File: src/rtl/axis_pkt_framer.sv
// AXI-Stream byte packetizer. Packets close when the source marks tlast, when
// MAX_PKT_LEN bytes have been collected, on flush_i, or (when the
// PKT_FRAMER_TIMEOUT_EN macro is defined) after TIMEOUT_CYCLES idle cycles.
// One byte is always held back in H so the framer can still set tlast on it
// when the close reason arrives after that byte.
module axis_pkt_framer #(
  parameter int unsigned MAX_PKT_LEN    = 512,
  parameter int unsigned TIMEOUT_CYCLES = 1024
) (
  input  logic        sys_clk,
  input  logic        reset_n,
  input  logic        s_axis_tvalid,
  output logic        s_axis_tready,
  input  logic [7:0]  s_axis_tdata,
  input  logic        s_axis_tlast,
  output logic        m_axis_tvalid,
  input  logic        m_axis_tready,
  output logic [7:0]  m_axis_tdata,
  output logic        m_axis_tlast,
  input  logic        flush_i,
  output logic [15:0] pkt_count_o
);

  localparam int unsigned DW  = 8;
  localparam int unsigned CW  = $clog2(MAX_PKT_LEN + 1);
  localparam int unsigned PCW = 16;

  // Reject out-of-range configurations at elaboration
  if (MAX_PKT_LEN < 2 || MAX_PKT_LEN > 1024 ||
      TIMEOUT_CYCLES < 1 || TIMEOUT_CYCLES > 65535) begin : g_cfg_err
    $error("axis_pkt_framer: parameter out of range");
  end

  // EMPTY: H empty; HOLD: H holds a mid-packet byte; CLOSE: H holds a last byte
  typedef enum logic [1:0] {EMPTY, HOLD, CLOSE} state_t;

  state_t         state_q, state_d;
  logic [DW-1:0]  hdata_q, hdata_d;
  logic [CW-1:0]  byte_cnt_q, byte_cnt_d;
  logic           o_valid_q, o_valid_d;
  logic [DW-1:0]  o_data_q, o_data_d;
  logic           o_last_q, o_last_d;
  logic [PCW-1:0] pkt_cnt_q;

  logic o_free_c;
  logic accept_c;
  logic new_last_c;
  logic timeout_hit_c;

  // Handshake qualifiers; the incoming byte is the (byte_cnt_q+1)-th of its packet
  assign o_free_c      = !o_valid_q || m_axis_tready;
  assign s_axis_tready = (state_q == EMPTY) || o_free_c;
  assign accept_c      = s_axis_tvalid && s_axis_tready;
  assign new_last_c    = s_axis_tlast || (byte_cnt_q == CW'(MAX_PKT_LEN - 1));

`ifdef PKT_FRAMER_TIMEOUT_EN
  localparam int unsigned TW = 16;
  logic [TW-1:0] idle_q;
  logic          timer_run_c;

  assign timeout_hit_c = (idle_q == TW'(TIMEOUT_CYCLES));
  assign timer_run_c   = (state_q == HOLD) && !accept_c &&
                         !(o_free_c && (timeout_hit_c || flush_i));

  // Idle timer: counts stalled HOLD cycles, saturates, clears otherwise
  always_ff @(posedge sys_clk or negedge reset_n) begin
    if (!reset_n) begin
      idle_q <= '0;
    end else if (timer_run_c) begin
      if (!timeout_hit_c) idle_q <= idle_q + TW'(1);
    end else begin
      idle_q <= '0;
    end
  end
`else
  assign timeout_hit_c = 1'b0;
`endif

  // Next-state: move H to O and/or load a new byte into H
  always_comb begin
    state_d    = state_q;
    hdata_d    = hdata_q;
    byte_cnt_d = byte_cnt_q;
    o_valid_d  = o_valid_q && !m_axis_tready;
    o_data_d   = o_data_q;
    o_last_d   = o_last_q;

    case (state_q)
      EMPTY: begin
        if (accept_c) begin
          hdata_d    = s_axis_tdata;
          state_d    = new_last_c ? CLOSE : HOLD;
          byte_cnt_d = new_last_c ? '0 : byte_cnt_q + CW'(1);
        end
      end
      HOLD: begin
        if (accept_c) begin
          o_valid_d  = 1'b1;
          o_data_d   = hdata_q;
          o_last_d   = 1'b0;
          hdata_d    = s_axis_tdata;
          state_d    = new_last_c ? CLOSE : HOLD;
          byte_cnt_d = new_last_c ? '0 : byte_cnt_q + CW'(1);
        end else if (o_free_c && (timeout_hit_c || flush_i)) begin
          o_valid_d  = 1'b1;
          o_data_d   = hdata_q;
          o_last_d   = 1'b1;
          state_d    = EMPTY;
          byte_cnt_d = '0;
        end
      end
      CLOSE: begin
        if (o_free_c) begin
          o_valid_d = 1'b1;
          o_data_d  = hdata_q;
          o_last_d  = 1'b1;
          if (accept_c) begin
            hdata_d    = s_axis_tdata;
            state_d    = new_last_c ? CLOSE : HOLD;
            byte_cnt_d = new_last_c ? '0 : byte_cnt_q + CW'(1);
          end else begin
            state_d = EMPTY;
          end
        end
      end
      default: begin
        state_d    = EMPTY;
        byte_cnt_d = '0;
      end
    endcase
  end

  // State, hold and output registers plus the emitted-packet counter
  always_ff @(posedge sys_clk or negedge reset_n) begin
    if (!reset_n) begin
      state_q    <= EMPTY;
      hdata_q    <= '0;
      byte_cnt_q <= '0;
      o_valid_q  <= 1'b0;
      o_data_q   <= '0;
      o_last_q   <= 1'b0;
      pkt_cnt_q  <= '0;
    end else begin
      state_q    <= state_d;
      hdata_q    <= hdata_d;
      byte_cnt_q <= byte_cnt_d;
      o_valid_q  <= o_valid_d;
      o_data_q   <= o_data_d;
      o_last_q   <= o_last_d;
      if (o_valid_q && m_axis_tready && o_last_q) pkt_cnt_q <= pkt_cnt_q + PCW'(1);
    end
  end

  assign m_axis_tvalid = o_valid_q;
  assign m_axis_tdata  = o_data_q;
  assign m_axis_tlast  = o_last_q;
  assign pkt_count_o   = pkt_cnt_q;

endmodule

File: config.mk
export PLATFORM = sky130hd
export DESIGN_NAME = axis_pkt_framer
export DESIGN_NICKNAME = d
export VERILOG_FILES = /design/src/rtl/axis_pkt_framer.sv
export SDC_FILE = /design/constraint.sdc
export NUM_CORES = 1
export LEC_CHECK = 0
export BUFFER_PORTS_ARGS = -buffer_cell sky130_fd_sc_hd__clkbuf_2
export CELL_PAD_IN_SITES_DETAIL_PLACEMENT = 0
export CELL_PAD_IN_SITES_GLOBAL_PLACEMENT = 2
export CORE_MARGIN = 2
export CORE_UTILIZATION = 37
export CTS_BUF_LIST = sky130_fd_sc_hd__clkbuf_2
export DETAILED_ROUTE_END_ITERATION = 8
export PLACE_DENSITY = 0.82
export SYNTH_ARGS = -nofsm -noshare
export SYNTH_HDL_FRONTEND = slang
export SYNTH_SLANG_ARGS = --single-unit
File: constraint.sdc
create_clock -name sys_clk -period 2 [get_ports sys_clk]
set_input_delay 0.3 -clock sys_clk [delete_from_list [all_inputs] [get_ports sys_clk]]
set_output_delay 0.3 -clock sys_clk [all_outputs]
set_load 0.02 [all_outputs]
After elaboration in Yosys (flattened, before gate mapping)

Index checks and enable logic that the tools add are counted.

Bits in registers: 46
Input bits: 14
Word-level logic and storage cells: 61

$add $sub $neg: 2
Equal/unequal tests: 6
Mux-type cells: 28
Reduce and logical (&&, ||, !) cells: 18

Operators by type and width:

| cell                                                             | count |
|---|---|
| 10-bit two-way mux                                               | 5 |
| 8-bit two-way mux                                                | 5 |
| 8-bit case mux with 2 select lines                               | 2 |
| 10-bit case mux with 3 select lines                              | 1 |
| 16-bit by 1-bit adder with 16-bit output, second input constant  | 1 |
| 2-bit two-way mux                                                | 6 |
| 10-bit by 1-bit adder with 10-bit output, second input constant  | 1 |
| 10-bit by 9-bit == test with 1-bit output, second input constant | 1 |
| 1-bit two-way mux                                                | 6 |
| 2-bit case mux with 3 select lines                               | 1 |
| 3-bit AND reduction                                              | 2 |
| 1-bit logical AND                                                | 5 |
| 2-bit inequality test, second input constant                     | 2 |
| 1-bit case mux with 2 select lines                               | 2 |
| 2-bit AND reduction                                              | 2 |
| 2-bit nonzero test                                               | 2 |
| 1-bit logical OR                                                 | 3 |
| 3-bit inequality test, second input constant                     | 1 |
| 2-bit by 1-bit == test with 1-bit output, second input constant  | 1 |
| 2-bit == test, second input constant                             | 1 |
| 1-bit logical NOT                                                | 2 |
| 2-bit logical NOT                                                | 1 |
| 2-bit OR reduction                                               | 1 |

Logic depth before layout (Yosys ltp)

Word-level depth: 7
Gate-level depth with buffers: 8

Worst setup path before layout

No wires, ideal clock.

Path kind: reg-to-reg
Start: reg state_q[0]
End: reg byte_cnt_q[0]
Data arrival time: 1.752 ns
Path slack: 0.124 ns
Stages on the path, launching flop included: 9
Path buffers: 1
Period minus slack after synthesis: 1.876 ns
Cell sequence: dfrtp_1 -> inv_1 -> ha_1 -> buf_4 -> and2b_1 -> o21ai_4 -> o31a_2 -> nor2_4 -> mux2_2

Longest elaborated chain between the ends: 6

Ends and longest elaborated chain:

| item                                | RTL line | source |
|---|---|---|
| start: declaration                  | 37       | `state_t state_q, state_d;` |
| start signal: assignment            | 144      | `state_q <= state_d;` |
| 2-bit logical NOT                   | 52, 88   |  |
| 1-bit logical OR                    | 52       | `assign s_axis_tready = (state_q == EMPTY) \|\| o_free_c;` |
| 1-bit logical AND                   | 53       | `assign accept_c = s_axis_tvalid && s_axis_tready;` |
| 10-bit two-way mux (2 in series)    | --       |  |
| 10-bit case mux with 3 select lines | 88       | `case (state_q)` |
| end signal: assignment              | 146      | `byte_cnt_q <= byte_cnt_d;` |
| end: declaration                    | 39       | `logic [CW-1:0] byte_cnt_q, byte_cnt_d;` |

Several ways; a longest one is shown, not always the timed one. The select of a mux whose other input is x is not followed.
A chain may end at the register's enable or synchronous reset.

Final worst setup path

Same ends and word-level chain as after synthesis.

==> summary.txt <==
Outcome
  • Status: completed

Cells and area
  • Fill count: between 500 and 600
  • Layout area overhead: 24.1%
  • Share of post-route cells with drive strength above 1: 38.6%
  • Final std cells w/o fill: 334
  • N_diodes: 0
  • Nets: 280
  • Flip-flop and latch area: 1150 um^2
  • Multi-input logic area: approximately 1100 um^2

Clocking
  • CTS Root Cell: clkbuf_2
  • CTS tree: done
  • Reg clk slew, reported paths: roughly 0.23 ns
  • TritonCTS buffer count: 5
  • Clk sinks: between 40 and 50
  • Clk buf depth: 2
  • Clk Latency, worst-skew pair: 0.40 ns
  • H-tree levels: 2

Logic synthesis
  • Cell taking the most area after synthesis: dfrtp_1
  • #FFs+latches synth: 46
  • Sequential area share after synthesis: 51.2%
  • Synth top area cells: dfrtp_1, mux2_2, ha_1, xnor2_1, a22o_1
  • Count leader, synth: dfrtp_1
  • Main synth FF type: dfrtp_1
  • Commonest cells in the netlist: dfrtp_1, mux2_2, nor2_1, nand2_1, nand3_1
  • Top-area cell type share of the netlist area: 51.2%
  • Avg Inst Size Synth: 11.5 um^2
  • Syn Nets: 217
  • Post-synthesis instance area: 2250 um^2
  • Mapped Cells: about 200
  • Async set or reset register ratio after synthesis: 100%
  • Number of synthesized flops with an enable pin: 0
  • Ys Warns: 0
  • Cell variety after synth: 40

STA
  • Fin Setup TNS: 0 ns
  • Clock skew: 0.0163 ns
  • Final setup violation count: 0
  • Minimum clock period: about 2.0 ns
  • Fin crit share: between 90 and 100%
  • Final worst slack: between 0.015 and 0.02 ns
  • Worst relative slew slack: 69.2%
  • Unrepaired setup endpoints after global routing: yes
  • Min Hold Slack: 0.108 ns
  • Fin. max-slew vios: 0
  • FMAX: 0.504 GHz
  • Tightest Pin Transition: 0.462 ns
  • Hold Vio Cnt, Final: 0

Setup path
  • Kind of critical path: flip-flop to flip-flop
  • Startpoint types: flip-flop
  • CP max FO: 7
  • Worst Path Buf+Inv: 2
  • Max incr delay on CP: 0.62 ns
  • CP Capture Type: flip-flop
  • Largest delay share family, worst path: simple AND/OR/NAND/NOR gates
  • Crit-path cells: inv_2 > ha_4 > buf_12 > a311oi_4 > or4_4 > nor2_4 > mux2_2
  • Critical Path RT: ~2.4 ns
  • Worst EP arrival: between 2 and 2.5 ns
  • Crit-path slowest cell: or4_4

Global routing
  • Initial antenna violation count: 0
  • Vias in the first global route: 1545
  • GRT Util Overall: 14.0%
  • GRT overflow: 0
  • First-pass GRT wire length: 7.19 mm
  • Largest net degree at the start of global routing: 30

Die
  • IO Pins: 41
  • Initial Util: 38.2%
  • Total die area: 6710 um^2
  • Placeable Area: 5890 um^2
  • Die X: between 80 and 90 um
  • Core Rows: 28
  • Height of the die: 81.9 um

Detailed routing
  • First-pass iteration count of the detailed router: 4
  • DRC viols: 0
  • Aggregate routed wire length: 4.62 mm
  • Starting DRT DRC Count: 26
  • Vias/cell: 5.04
  • Vias: roughly 1700
  • DR WL/cell: 13.8 um
  • Post-DRT Antenna Nets: 0

Power and ir drop
  • Power consumption: 3.45 mW
  • Lkg Pwr: 1.33 nW
  • Worst VDD drop: 0.000649 V
  • Power Density: 1240 nW/um^2

Place
  • Dpl cells: between 300 and 400
  • Final GP Congestion: slightly above 0.8
  • Port Buffers: 40
  • Placement Setup Slack: 0.0131 ns
  • Detail Placement HPWL: between 3 and 4 mm

Flow run
  • Max-cap violations: 0

Hold path
  • Hold WC Path Type: input port to flip-flop
[what timing repair did]
item                                    CTS  global route
buffers inserted                          0             9
hold endpoints to repair                 17             0
pin swaps                                 1             9
endpoints found under the setup margin    3            24
hold buffers                              1             0
gates resized for setup                   0            13
[path summary, 6_finish.rpt]
kind,to,slack [ns],depth (start not counted),startpoint
max reg2reg,byte_cnt_q[0]$_DFFE_PN0P_,0.02,7,state_q[0]$_DFFE_PN0P_
max in group asynchronous,state_q[1]$_DFFE_PN0P_,1.15,3,reset_n
min in group asynchronous,pkt_count_o[13]$_DFFE_PN0P_,0.33,2,reset_n
min,hdata_q[1]$_DFFE_PN0P_,0.11,2,s_axis_tdata[1]
max,byte_cnt_q[0]$_DFFE_PN0P_,0.02,7,state_q[0]$_DFFE_PN0P_
min reg2reg,pkt_count_o[15]$_DFFE_PN0P_,0.49,1,pkt_count_o[15]$_DFFE_PN0P_
[cells in the final DEF (no fill, tap or decap), types with 3 or more instances in the layout]
master / instances
a21oi_1: 6
a22o_1: 7
and3_1: 5
buf_12: 3
buf_4: 15
clkbuf_2: 45
dfrtp_1: 45
ha_1: 3
ha_4: 3
inv_1: 8
mux2_2: 18
nand2_1: 13
nand3_1: 11
nand4_1: 5
nor2_1: 16
nor3_1: 3
o21ai_0: 5
xnor2_1: 9
xor2_1: 6
[routing by layer]
layer  global-route usage, %  part of all wire (%)  routed length [um]  up-vias
met5                       0                     0                   0        -
met4                    3.83                  0.71                  33        0
met3                    3.19                   4.4                 205        4
met2                    22.6                    48                2210       36
met1                    18.7                    47                2170      827
li1                        -                     -                   -      817
[cells by family after synthesis]
logic type               count (synthesis)  synth area share [%]
AO/OA/AOI/OAI                           33                  12.6
XOR/XNOR                                15                  5.85
adder cells (fa/ha/maj)                  7                  3.90
buffers and inverters                   12                  2.56
flip-flops                              46                  51.2
multiplexers                            18                  9.02
AND/OR/NAND/NOR                         65                  14.8
[report_power, final]
part           switching [mW]  internal, mW
registers               0.174          1.17
logic                   0.871         0.853
clock network           0.304        0.0761
[registers in the layout, indices dropped and copies added, names as in the netlist]
register       cells
pkt_count_o       16
state_q            2
byte_cnt_q        10
m_axis_tdata       8
m_axis_tlast       1
m_axis_tvalid      1
hdata_q            8
[stage by stage]
step	utilization, %	cell area (um^2)
2_1_floorplan	-	2250
3_3_place_gp	44.3	2610
3_5_place_dp	44.3	2610
4_1_cts	45.1	2660
5_1_grt	47.4	2790
6_report	47.4	2790
[cell type report]
| type | instances | share of cell area (%) |
|---|---|---|
| clock buffers | 5 | 0.897 |
| multi-input cells | 138 | 39.1 |
| flip-flops and latches | 46 | 41.3 |
| well taps | 75 | 3.36 |
| clock inverters | 2 | 0.359 |
| inverters | 9 | 1.21 |
| repair buffers | 59 | 13.7 |
Power figures use the tool's default switching activity.
